File: src/rtl/fetch_queue_if.sv
// Fetch queue bus: instruction memory request/response, branch redirect,
// and the IF/ID delivery handshake. master = fetch_queue, slave = its environment.
interface fetch_queue_if #(
  parameter int DEPTH = 4
) ();
  localparam int CW = $clog2(DEPTH) + 1;

  logic          imem_req_valid;
  logic          imem_req_ready;
  logic [63:0]   imem_req_addr;
  logic          imem_rsp_valid;
  logic [31:0]   imem_rsp_data;
  logic          redirect;
  logic [63:0]   redirect_pc;
  logic          if_valid;
  logic          if_ready;
  logic [63:0]   if_pc;
  logic [31:0]   if_inst;
  logic [CW-1:0] queue_count;

  modport master (
    output imem_req_valid, imem_req_addr,
    input  imem_req_ready, imem_rsp_valid, imem_rsp_data,
    input  redirect, redirect_pc,
    output if_valid, if_pc, if_inst, queue_count,
    input  if_ready
  );

  modport slave (
    input  imem_req_valid, imem_req_addr,
    output imem_req_ready, imem_rsp_valid, imem_rsp_data,
    output redirect, redirect_pc,
    input  if_valid, if_pc, if_inst, queue_count,
    output if_ready
  );
endinterface

File: src/rtl/fetch_queue.sv
// Instruction prefetch queue: owns the fetch PC, issues in-order word fetches,
// buffers {pc, inst} until IF/ID takes them, and discards wrong-path words
// still in flight after a taken-branch redirect.
module fetch_queue #(
  parameter int          DEPTH    = 4,
  parameter logic [63:0] RESET_PC = 64'h0
) (
  input  logic          clk,
  input  logic          reset,
  fetch_queue_if.master bus
);
  localparam int PW = $clog2(DEPTH);
  localparam int CW = PW + 1;

  logic [63:0]             fetch_pc;
  logic [DEPTH-1:0][63:0]  ent_pc;
  logic [DEPTH-1:0][31:0]  ent_inst;
  logic [DEPTH-1:0]        ent_filled;
  logic [PW-1:0]           alloc_ptr, fill_ptr, head_ptr;
  // count: allocated entries; pend_cnt: allocated but not yet filled;
  // drop_cnt: responses still owed for fetches killed by a redirect
  logic [CW-1:0]           count, pend_cnt, drop_cnt;
  logic [CW-1:0]           occ, drop_redir;
  logic                    alloc, fill, discard, pop;
  logic                    unused_pc_lsb;

  assign unused_pc_lsb = ^bus.redirect_pc[1:0];

  // count + drop_cnt never exceeds DEPTH, so CW bits hold the sum
  assign occ                = count + drop_cnt;
  assign bus.imem_req_valid = (occ < CW'(DEPTH)) && !bus.redirect && reset;
  assign bus.imem_req_addr  = fetch_pc;
  assign alloc              = bus.imem_req_valid && bus.imem_req_ready;

  // drop takes precedence; a word with nothing outstanding is ignored
  assign discard = bus.imem_rsp_valid && (drop_cnt != '0);
  assign fill    = bus.imem_rsp_valid && (drop_cnt == '0) && (pend_cnt != '0);

  assign bus.if_valid    = (count != '0) && ent_filled[head_ptr];
  assign bus.if_pc       = ent_pc[head_ptr];
  assign bus.if_inst     = ent_inst[head_ptr];
  assign bus.queue_count = count;
  assign pop             = bus.if_valid && bus.if_ready && !bus.redirect;

  // Responses owed after a redirect: every unfilled fetch, less the word
  // that arrives (and is thrown away) in the redirect cycle itself
  always_comb begin
    drop_redir = drop_cnt + pend_cnt;
    if (bus.imem_rsp_valid && (drop_redir != '0))
      drop_redir = drop_redir - CW'(1);
  end

  // Pointers, counters and fetch PC; redirect overrides all other events
  always_ff @(posedge clk or negedge reset) begin
    if (!reset) begin
      fetch_pc  <= RESET_PC;
      alloc_ptr <= '0;
      fill_ptr  <= '0;
      head_ptr  <= '0;
      count     <= '0;
      pend_cnt  <= '0;
      drop_cnt  <= '0;
    end else if (bus.redirect) begin
      fetch_pc  <= {bus.redirect_pc[63:2], 2'b00};
      alloc_ptr <= '0;
      fill_ptr  <= '0;
      head_ptr  <= '0;
      count     <= '0;
      pend_cnt  <= '0;
      drop_cnt  <= drop_redir;
    end else begin
      if (alloc) begin
        fetch_pc  <= fetch_pc + 64'd4;
        alloc_ptr <= alloc_ptr + PW'(1);
      end
      if (fill)    fill_ptr <= fill_ptr + PW'(1);
      if (pop)     head_ptr <= head_ptr + PW'(1);
      if (discard) drop_cnt <= drop_cnt - CW'(1);
      count    <= count + CW'(alloc) - CW'(pop);
      pend_cnt <= pend_cnt + CW'(alloc) - CW'(fill);
    end
  end

  // Entry storage; alloc, fill and pop never target the same slot in a cycle
  always_ff @(posedge clk or negedge reset) begin
    if (!reset) begin
      ent_pc     <= '0;
      ent_inst   <= '0;
      ent_filled <= '0;
    end else if (bus.redirect) begin
      ent_filled <= '0;
    end else begin
      for (int i = 0; i < DEPTH; i++) begin
        if (alloc && alloc_ptr == PW'(i)) begin
          ent_pc[i]     <= fetch_pc;
          ent_filled[i] <= 1'b0;
        end
        if (fill && fill_ptr == PW'(i)) begin
          ent_inst[i]   <= bus.imem_rsp_data;
          ent_filled[i] <= 1'b1;
        end
        if (pop && head_ptr == PW'(i))
          ent_filled[i] <= 1'b0;
      end
    end
  end
endmodule

File: src/flat_wrapper.sv
// flat-port wrapper written by rule: the top's interface ports become plain ports
module fetch_queue_flat 
#(
  parameter int          DEPTH    = 4,
  parameter logic [63:0] RESET_PC = 64'h0
)
  (clk, reset, bus_imem_req_valid, bus_imem_req_addr, bus_imem_req_ready, bus_imem_rsp_valid, bus_imem_rsp_data, bus_redirect, bus_redirect_pc, bus_if_valid, bus_if_pc, bus_if_inst, bus_queue_count, bus_if_ready);
  fetch_queue_if #(.DEPTH(DEPTH)) bus_i ();
  input  logic clk;
  input  logic reset;
  output wire logic [$bits(bus_i.imem_req_valid)-1:0] bus_imem_req_valid;
  output wire logic [$bits(bus_i.imem_req_addr)-1:0] bus_imem_req_addr;
  input wire logic [$bits(bus_i.imem_req_ready)-1:0] bus_imem_req_ready;
  input wire logic [$bits(bus_i.imem_rsp_valid)-1:0] bus_imem_rsp_valid;
  input wire logic [$bits(bus_i.imem_rsp_data)-1:0] bus_imem_rsp_data;
  input wire logic [$bits(bus_i.redirect)-1:0] bus_redirect;
  input wire logic [$bits(bus_i.redirect_pc)-1:0] bus_redirect_pc;
  output wire logic [$bits(bus_i.if_valid)-1:0] bus_if_valid;
  output wire logic [$bits(bus_i.if_pc)-1:0] bus_if_pc;
  output wire logic [$bits(bus_i.if_inst)-1:0] bus_if_inst;
  output wire logic [$bits(bus_i.queue_count)-1:0] bus_queue_count;
  input wire logic [$bits(bus_i.if_ready)-1:0] bus_if_ready;
  assign bus_imem_req_valid = bus_i.imem_req_valid;
  assign bus_imem_req_addr = bus_i.imem_req_addr;
  assign bus_i.imem_req_ready = bus_imem_req_ready;
  assign bus_i.imem_rsp_valid = bus_imem_rsp_valid;
  assign bus_i.imem_rsp_data = bus_imem_rsp_data;
  assign bus_i.redirect = bus_redirect;
  assign bus_i.redirect_pc = bus_redirect_pc;
  assign bus_if_valid = bus_i.if_valid;
  assign bus_if_pc = bus_i.if_pc;
  assign bus_if_inst = bus_i.if_inst;
  assign bus_queue_count = bus_i.queue_count;
  assign bus_i.if_ready = bus_if_ready;
  fetch_queue #(.DEPTH(DEPTH), .RESET_PC(RESET_PC)) u_core (.clk(clk), .reset(reset), .bus(bus_i));
endmodule
File: config.mk
export PLATFORM = sky130hd
export DESIGN_NAME = fetch_queue_flat
export DESIGN_NICKNAME = d
export VERILOG_FILES = /design/src/rtl/fetch_queue_if.sv /design/src/rtl/fetch_queue.sv /design/src/flat_wrapper.sv
export SDC_FILE = /design/constraint.sdc
export NUM_CORES = 1
export LEC_CHECK = 0
export ABC_AREA = 0
export CAP_MARGIN = 20
export CORE_ASPECT_RATIO = 1.2
export CORE_MARGIN = 1
export CORE_UTILIZATION = 33
export CTS_BUF_LIST = sky130_fd_sc_hd__clkbuf_2
export DETAILED_ROUTE_END_ITERATION = 10
export SYNTH_ARGS = -nofsm -noshare
export SYNTH_HDL_FRONTEND = slang
export SYNTH_SLANG_ARGS = --single-unit
File: constraint.sdc
create_clock -name clk -period 6.7 [get_ports clk]
set_input_delay 1.34 -clock clk [delete_from_list [all_inputs] [get_ports clk]]
set_output_delay 1.34 -clock clk [all_outputs]
set_load 0.05 [all_outputs]
Word level (Yosys, flattened, before mapping)

Index checks and enable logic that the tools add are counted.

Flip-flop bits (word level): 467
Bits of input ports: 102
Output and inout bits: 165
Logic and storage cells: 122

Add/sub/neg operators: 12
Magnitude comparators: 2
Equal/unequal tests: 9
Muxes and demuxes: 32
Bitwise operators: 1
Reductions and logical operators: 47

Operators with widths:

| operator              | number |
|---|---|
| $mux 64               | 3 |
| $bmux 64 s2           | 1 |
| $add 64x3->64 const B | 1 |
| $bmux 32 s2           | 1 |
| $mux 32               | 1 |
| $logic_and 1x1->1     | 22 |
| $reduce_and 2->1      | 8 |
| $reduce_bool 4->1     | 4 |
| $mux 3                | 5 |
| $mux 1                | 13 |
| $eq 2x2->1 const B    | 6 |
| $mux 2                | 6 |
| $reduce_bool 3->1     | 4 |
| $reduce_bool 2->1     | 4 |
| $add 2x1->2 const B   | 3 |
| $add 3x1->3           | 2 |
| $add 3x3->3           | 2 |
| $eq 2x1->1 const B    | 3 |
| $logic_not 2->1       | 3 |
| $sub 3x1->3           | 2 |
| $sub 3x1->3 const B   | 2 |
| $mux 4                | 1 |
| $logic_not 3->1       | 1 |
| $lt 2x3->1 const B    | 1 |
| 4 further kinds       | 4 |

Longest topological paths before layout

Gate-level depths: netlist (run 1).

Depth after elaboration: 10
Depth in mapped cells: 12
Gate-level depth less buffers: 11

Worst setup path before layout (run 1)

No wires, ideal clock.

Path kind: input -> output
From: in bus_redirect
To: out bus_imem_req_valid
Arrival time: 2.619 ns
Setup slack: 2.741 ns
Stages: 5
Buffers on the path: 3
Cells stage by stage: clkbuf_1 inv_1 clkbuf_1 clkbuf_1 and3_1

Cells in the longest elaborated chain, start to end: 3

Ends and longest elaborated chain:

| element                         | line               | source |
|---|---|---|
| start, declared                 | flat_wrapper.sv:16 | `input wire logic [$bits(bus_i.redirect)-1:0] bus_redirect;` |
| $logic_not 1->1                 | fetch_queue.sv:31  | `assign bus.imem_req_valid = (occ < CW'(DEPTH)) && !bus.redirect && reset;` |
| $logic_and 1x1->1 (2 in series) | fetch_queue.sv:31  |  |
| end, declared                   | flat_wrapper.sv:11 | `output wire logic [$bits(bus_i.imem_req_valid)-1:0] bus_imem_req_valid;` |

Every way passes these cells.

Final worst setup path (run 1)

From: reg u_core.head_ptr[0]
To: out bus_if_inst[4]

Cells in the longest elaborated chain, start to end: 2

Ends and longest elaborated chain:

| element                       | line               | source |
|---|---|---|
| start, declared               | fetch_queue.sv:19  | `logic [PW-1:0] alloc_ptr, fill_ptr, head_ptr;` |
| start signal, assigned        | fetch_queue.sv:77  | `if (pop) head_ptr <= head_ptr + PW'(1);` |
| $bmux 32 s2                   | fetch_queue.sv:41  | `assign bus.if_inst = ent_inst[head_ptr];` |
| $mux 32 (not written as such) | fetch_queue.sv:41  |  |
| end, declared                 | flat_wrapper.sv:20 | `output wire logic [$bits(bus_i.if_inst)-1:0] bus_if_inst;` |

Every way passes these cells. The select of a mux whose other input is x is not followed.

==> results.yml, run 1 <==
run_status:
  status: "finished clean"
timing:
  setup_tns_ns: 0
  fmax_mhz: 187.1
  clock_skew_ns: 0.1001
  rsz0062_at_grt: "false"
  slew_headroom_pct: 26.04
  setup_viol: 0
  period_needed_ns: 5.345
  finalCritPeriodShare_pct: 79.78
  tightest_slew_ns: 1.100
  finalHoldViolations: 0
  slew_violations: 0
final_layout:
  area_growth_pct: 20.59
  nets: 1938
  multi_input_area_um2: 9364
  layout.cells.non_filler: 2713
  regArea_um2: 11440
  fillers: 6029
  drive_above_1_share_pct: 37.03
synth:
  synth-seq-cells: 457
  yosysWarnings: 0
  async_reset_ff_share_pct: 100.0
  synthTopCellsByArea: "dfrtp_1, mux2_2, mux4_2, ha_1, xnor2_1"
  syn-instance-count: 1531
  syn_area_um2: 21420
  synth_top_area_share_pct: 53.38
  synth_area_leader_cell: "dfrtp_1"
  synth_ff_type: "dfrtp_1"
  synth_seq_area_share_pct: 53.38
  synth_most_common_cell: "dfrtp_1"
  yosysUniqueCellTypes: 51
  synth_common_cells: "dfrtp_1, mux2_2, mux4_2"
  synth_edf_count: 0
  syn_area_per_cell_um2: 13.99
drt:
  avgRoutedWirePerCell_um: 21.57
  vias: 14192
  route.detailed.drc: 0
  first_iter_violations: 699
  ant_nets: 0
  wl_um: 58520
  vias_per_cell: 5.231
  drt_pre_antenna_iters: 5
die:
  placementRows: 101
  chipHeight_um: 281.1
  core-area_um2: 63690
  die_area_um2: 65940
  fp.dieW_um: 234.6
  start_util_pct: 33.63
  io_pins: 267
clocking:
  cts_setup_buffers: 0
  numCtsBuffers: 119
  clock_latency_ns: 1.15
  postCtsHoldBufs: 1
  htreeDepth: 3
  clk_pin_slew_worst_paths_ns: 0.10
  clock_sinks: 457
  cts_resized: 0
  clockBufferDepth: 3
  cts_tree: "yes"
  clock-root-buffer: "clkbuf_2"
global_routing:
  grt.overflow.total: 0
  grt_antenna_before_repair: 4
  grt_usage_pct: 18.19
  grt_first_pass_wirelength_um: 91050
  first_global_vias: 15423
  grt_max_degree: 151
setup_path:
  cp_max_fo: 29
  crit_required_ns: 5.36
  cp-end-kind: "output port"
  cp-start-kind: "flip-flop"
  arrival_ns: 4.01
  crit_type: "reg -> out"
pwr:
  switching_share_pct: 37.25
  p_sw_uw: 3082
  seqPwrFrac_pct: 42.6
  p_leak_uw: 0.01140
  p_per_area_nw_per_um2: 320.3
  p_comb_share_pct: 33.7
  p_clk_share_pct: 23.8
  peakVddDrop_v: 0.0001825
  cellInternalPower_uw: 5191
min_path:
  hold_path.class: "reg -> reg"
place:
  dp_cells: 2511
  hpwl_um: 37320
  gp_congestion: 0.7517
  port_buffers: 260
job:
  cap_violations: 0
==> logic make-up (layout without fill, tap and decap cells) <==
logic type / Yosys count / after routing / synth area share (%)
AOI/OAI and AO/OA: 119 / 119 / 3.651
xor gates and xnor gates: 42 / 42 / 1.717
adders and majority gates: 26 / 26 / 1.624
buffers and inverters: 156 / 507 / 3.055
DFF: 457 / 457 / 53.38
muxes: 478 / 478 / 30.10
other: 1 / 8 / 0.01751
and+or+nand+nor: 252 / 252 / 6.454
==> worst max-delay path, stage by stage, from the launching register on <==
cell	delay, ns
dfrtp_4	0.89
buf_4	0.58
mux4_2	0.58
clkdlybuf4s50_1	0.74
==> area by class of cell <==
| type | instances | share of cell area [%] |
|---|---|---|
| timing repair buffer | 281 | 10.87 |
| clock inverter | 25 | 0.8040 |
| antenna | 4 | 0.03875 |
| multi-input combinational | 921 | 36.25 |
| tap | 824 | 3.991 |
| sequential | 457 | 44.30 |
| clock buffer | 171 | 3.313 |
| inverter | 30 | 0.4359 |
==> through the flow <==
| stage | power [uW] | setup slack, ns | area [um2] | utilization (%) | hold slack [ns] |
|---|---|---|---|---|---|
| 6_report | 8273 | 1.355 | 25830 | 40.56 | 0.5068 |
| 5_1_grt | 8746 | 0.9498 | 25830 | 40.55 | 0.5036 |
| 4_1_cts | 8405 | 1.020 | 25790 | 40.50 | 0.4397 |
| 3_5_place_dp | 6383 | 2.057 | 24720 | 38.81 | 0.4901 |
| 3_3_place_gp | 6314 | 2.093 | 24720 | 38.81 | 0.4832 |
| 2_1_floorplan | 5388 | 2.741 | 21430 | - | 0.4751 |
==> placed cells by master (no fill, tap or decap), drive strengths merged, types with 27 or more instances in the layout <==
master         instances
nand2                 52
xnor2                 28
nor2                  48
inv                   30
clkbuf               171
o21ai                 42
clkdlybuf4s50        258
a31oi                 32
mux2                 379
nand4                 27
mux4                  95
dfrtp                457
==> worst paths after layout <==
kind	from	to	slack [ns]	depth (start not counted)
min	u_core.ent_pc[247]	u_core.ent_pc[247]	0.51	1
max reg2reg	u_core.bus.queue_count[1]	u_core.bus.imem_req_addr[54]	2.89	6
min in group asynchronous	reset	u_core.bus.queue_count[0]	0.74	2
max	u_core.head_ptr[0]	bus_if_inst[4]	1.35	3
max in group asynchronous	reset	u_core.ent_pc[35]	4.09	4
min reg2reg	u_core.ent_pc[247]	u_core.ent_pc[247]	0.51	1
==> power by group through the flow <==
stage | combinational (uW) | clock [uW] | sequential (uW)
4_1_cts | 2820 | 2070 | 3520
6_report | 2780 | 1970 | 3520
3_3_place_gp | 2780 | 0 | 3540
3_5_place_dp | 2800 | 0 | 3580
5_1_grt | 2930 | 2220 | 3590
2_1_floorplan | 1830 | 0 | 3560
==> per-layer routing <==
layer,share of wire (%),GRT usage (%),vias to the layer above
met3,6.3,5.073,114
met5,0.022,0,-
met4,3.0,7.643,2
li1,-,-,6264
met1,41,21.95,7438
met2,50,30.24,374
==> registers in the layout (all words and copies together) (netlist names) <==
name,cells
u_core.bus.imem_req_addr,62
u_core.ent_inst,128
u_core.alloc_ptr,2
u_core.fill_ptr,2
u_core.ent_pc,248
u_core.drop_cnt,3
u_core.bus.queue_count,3
u_core.head_ptr,2
u_core.ent_filled,4
u_core.pend_cnt,3
Power figures use the tool's default switching activity.
==> inputs of run 2 (changes only) <==
clock period = 5.4 ns   (was 6.7 ns; I/O delays follow)
==> run 2 against run 1 <==
Clock-buffer cell count grew 5. Highest routed layer unchanged. Sequential share of layout area is 0.14 points lower. Sequential power rose by 24%. Critical path type unchanged. Non-clock buffer count rose by 1. Critical path depth increased by 3. Design area up 0.32%.
==> results.yml, run 2 (synthesized netlist as in run 1, its figures left out) <==
setup_path:
  r2r_end: "u_core.bus.imem_req_addr[44]"
  r2r_slack_ns: 1.74
  crit_required_ns: 4.32
  cp_max_fo: 15
  cp-start-kind: "flip-flop"
  critPathSlowestCell: "clkdlybuf4s50_1"
  cp-end-kind: "output port"
  rr_worst_depth: 6
  crit_type: "reg -> out"
  cp_top_family: "buffers and inverters"
  cp_cell_sequence: "ha_1, a31oi_1, xnor2_1, buf_4, and3_1, clkdlybuf4s50_1"
  arrival_ns: 4.02
  critPathMaxStageDelay_ns: 0.83
  crit_buf_inv: 2
  r2r-start: "u_core.bus.queue_count[1]"
drt:
  ant_nets: 0
  drt_pre_antenna_iters: 5
  wl_um: 57860
  vias: 14055
  route.detailed.drc: 0
  avgRoutedWirePerCell_um: 21.22
  vias_per_cell: 5.154
  first_iter_violations: 702
final_layout:
  nets: 1939
  mostFrequentLayoutCells: "dfrtp_1, mux2_2, clkdlybuf4s50_1"
  drive_above_1_share_pct: 37.16
  largest_reg_flops: 248
  area_growth_pct: 20.97
  max_flop_register: "u_core.ent_pc"
  mostFrequentLayoutCell: "dfrtp_1"
  fillers: 6052
  design_area_um2: 25910
  utilization_pct: 40.69
timing:
  fmax_mhz: 196.3
  setup_viol: 0
  setup_ws_ns: 0.3049
  finalHoldViolations: 0
  clock_skew_ns: 0.08932
  rsz0062_at_grt: "false"
  period_needed_ns: 5.095
  tightest_slew_ns: 1.034
  slew_violations: 0
  setup_tns_ns: 0
  slew_headroom_pct: 31.08
  finalCritPeriodShare_pct: 94.35
pwr:
  p_total_uw: 10220
  p_per_area_nw_per_um2: 394.4
  p_leak_uw: 0.01144
  peakVddDrop_v: 0.0001970
clocking:
  cts_setup_buffers: 0
  htreeDepth: 3
  clockBufferDepth: 3
  clock_sinks: 457
  clock_latency_ns: 1.18
  cts_tree: "yes"
  clock-root-buffer: "clkbuf_2"
  numCtsBuffers: 119
  clk_pin_slew_worst_paths_ns: 0.11
job:
  cap_violations: 0
global_routing:
  grt_antenna_before_repair: 3
  first_global_vias: 15587
  grt_max_degree: 140
  grt_usage_pct: 18.01
  grt.overflow.total: 0
  grt_first_pass_wirelength_um: 90710
die:
  fp.dieW_um: 234.6
  core-area_um2: 63690
  die_area_um2: 65940
  placementRows: 101
  io_pins: 267
  start_util_pct: 33.63
  chipHeight_um: 281.1
min_path:
  holdPathStages: 3
  min_to: "u_core.drop_cnt[2]"
  hold_path.class: "in -> reg"
  min_from: "bus_redirect"
run_status:
  status: "finished clean"
place:
  place_ws_ns: 1.059
  gp_congestion: 0.7506
  hpwl_um: 37050
  post_dp_cell_area_um2: 24800
  port_buffers: 260
## run 2: changes by cell type in the layout (fill, tap and decap cells not counted), sizes merged
cell      delta
buf          +1
bufinv       -2
clkbuf       +5
clkinv       +8
clkinvlp     -1
diode        +2
inv          +1
## run 2: area by class of cell
type / count / area, um2 / area share [%]
clock buffer: 176 / 880.8 / 3.399
antenna: 6 / 15.01 / 0.05794
multi-input combinational: 921 / 9364 / 36.13
inverter: 30 / 112.6 / 0.4345
timing repair buffer: 282 / 2890 / 11.15
tap: 824 / 1031 / 3.978
clock inverter: 31 / 177.7 / 0.6856
sequential: 457 / 11440 / 44.16
## run 2: worst max-delay path by stage
stage                               from  cells after the start                            to
4_1_cts        u_core.bus.queue_count[1]                      6            bus_imem_req_valid
3_5_place_dp                       reset                      6  u_core.bus.imem_req_addr[44]
5_1_grt        u_core.bus.queue_count[1]                      6            bus_imem_req_valid
6_report       u_core.bus.queue_count[1]                      6            bus_imem_req_valid
2_1_floorplan               bus_redirect                      5            bus_imem_req_valid
3_3_place_gp          bus_imem_req_ready                      6  u_core.bus.imem_req_addr[44]
## run 2: through the flow
step                      std cells  hold WS [ns]
final                          2727        0.4058
after detailed placement       2512        0.4901
after global routing           2727        0.3263
after floorplan                1534        0.4751
after global placement         2512        0.4832
after CTS                      2720        0.2226
## run 2: per-layer routing
metal	routed length (um)	global-route usage (%)	part of all wire [%]	vias to the layer above
met5	11	0	0.019	-
met4	975	5.327	1.7	2
met3	3683	5.276	6.4	88
met2	29400	30.51	51	331
met1	23790	21.99	41	7349
li1	-	-	-	6285
## run 2: power breakdown
part / switching [uW] / internal (uW) / total, uW
clock network: 1440 / 959 / 2400
logic: 2020 / 1430 / 3450
registers: 387 / 3980 / 4370
total: 3850 / 6370 / 10200
## run 2: what timing repair did
action / 4_1_cts / 5_1_grt
hold endpoints to repair: 54 / 0
hold buffers: 1 / 0
setup endpoints to repair: 0 / 0
resized for setup: 0 / 0
## run 2: worst register-to-register path: cells and delay by family (launching register included)
| family | cells | cell delay (ns) |
|---|---|---|
| compound gates | 3 | 1.63 |
| simple gates | 2 | 1.13 |
| flops | 1 | 0.47 |
| fa+ha+maj | 1 | 0.32 |
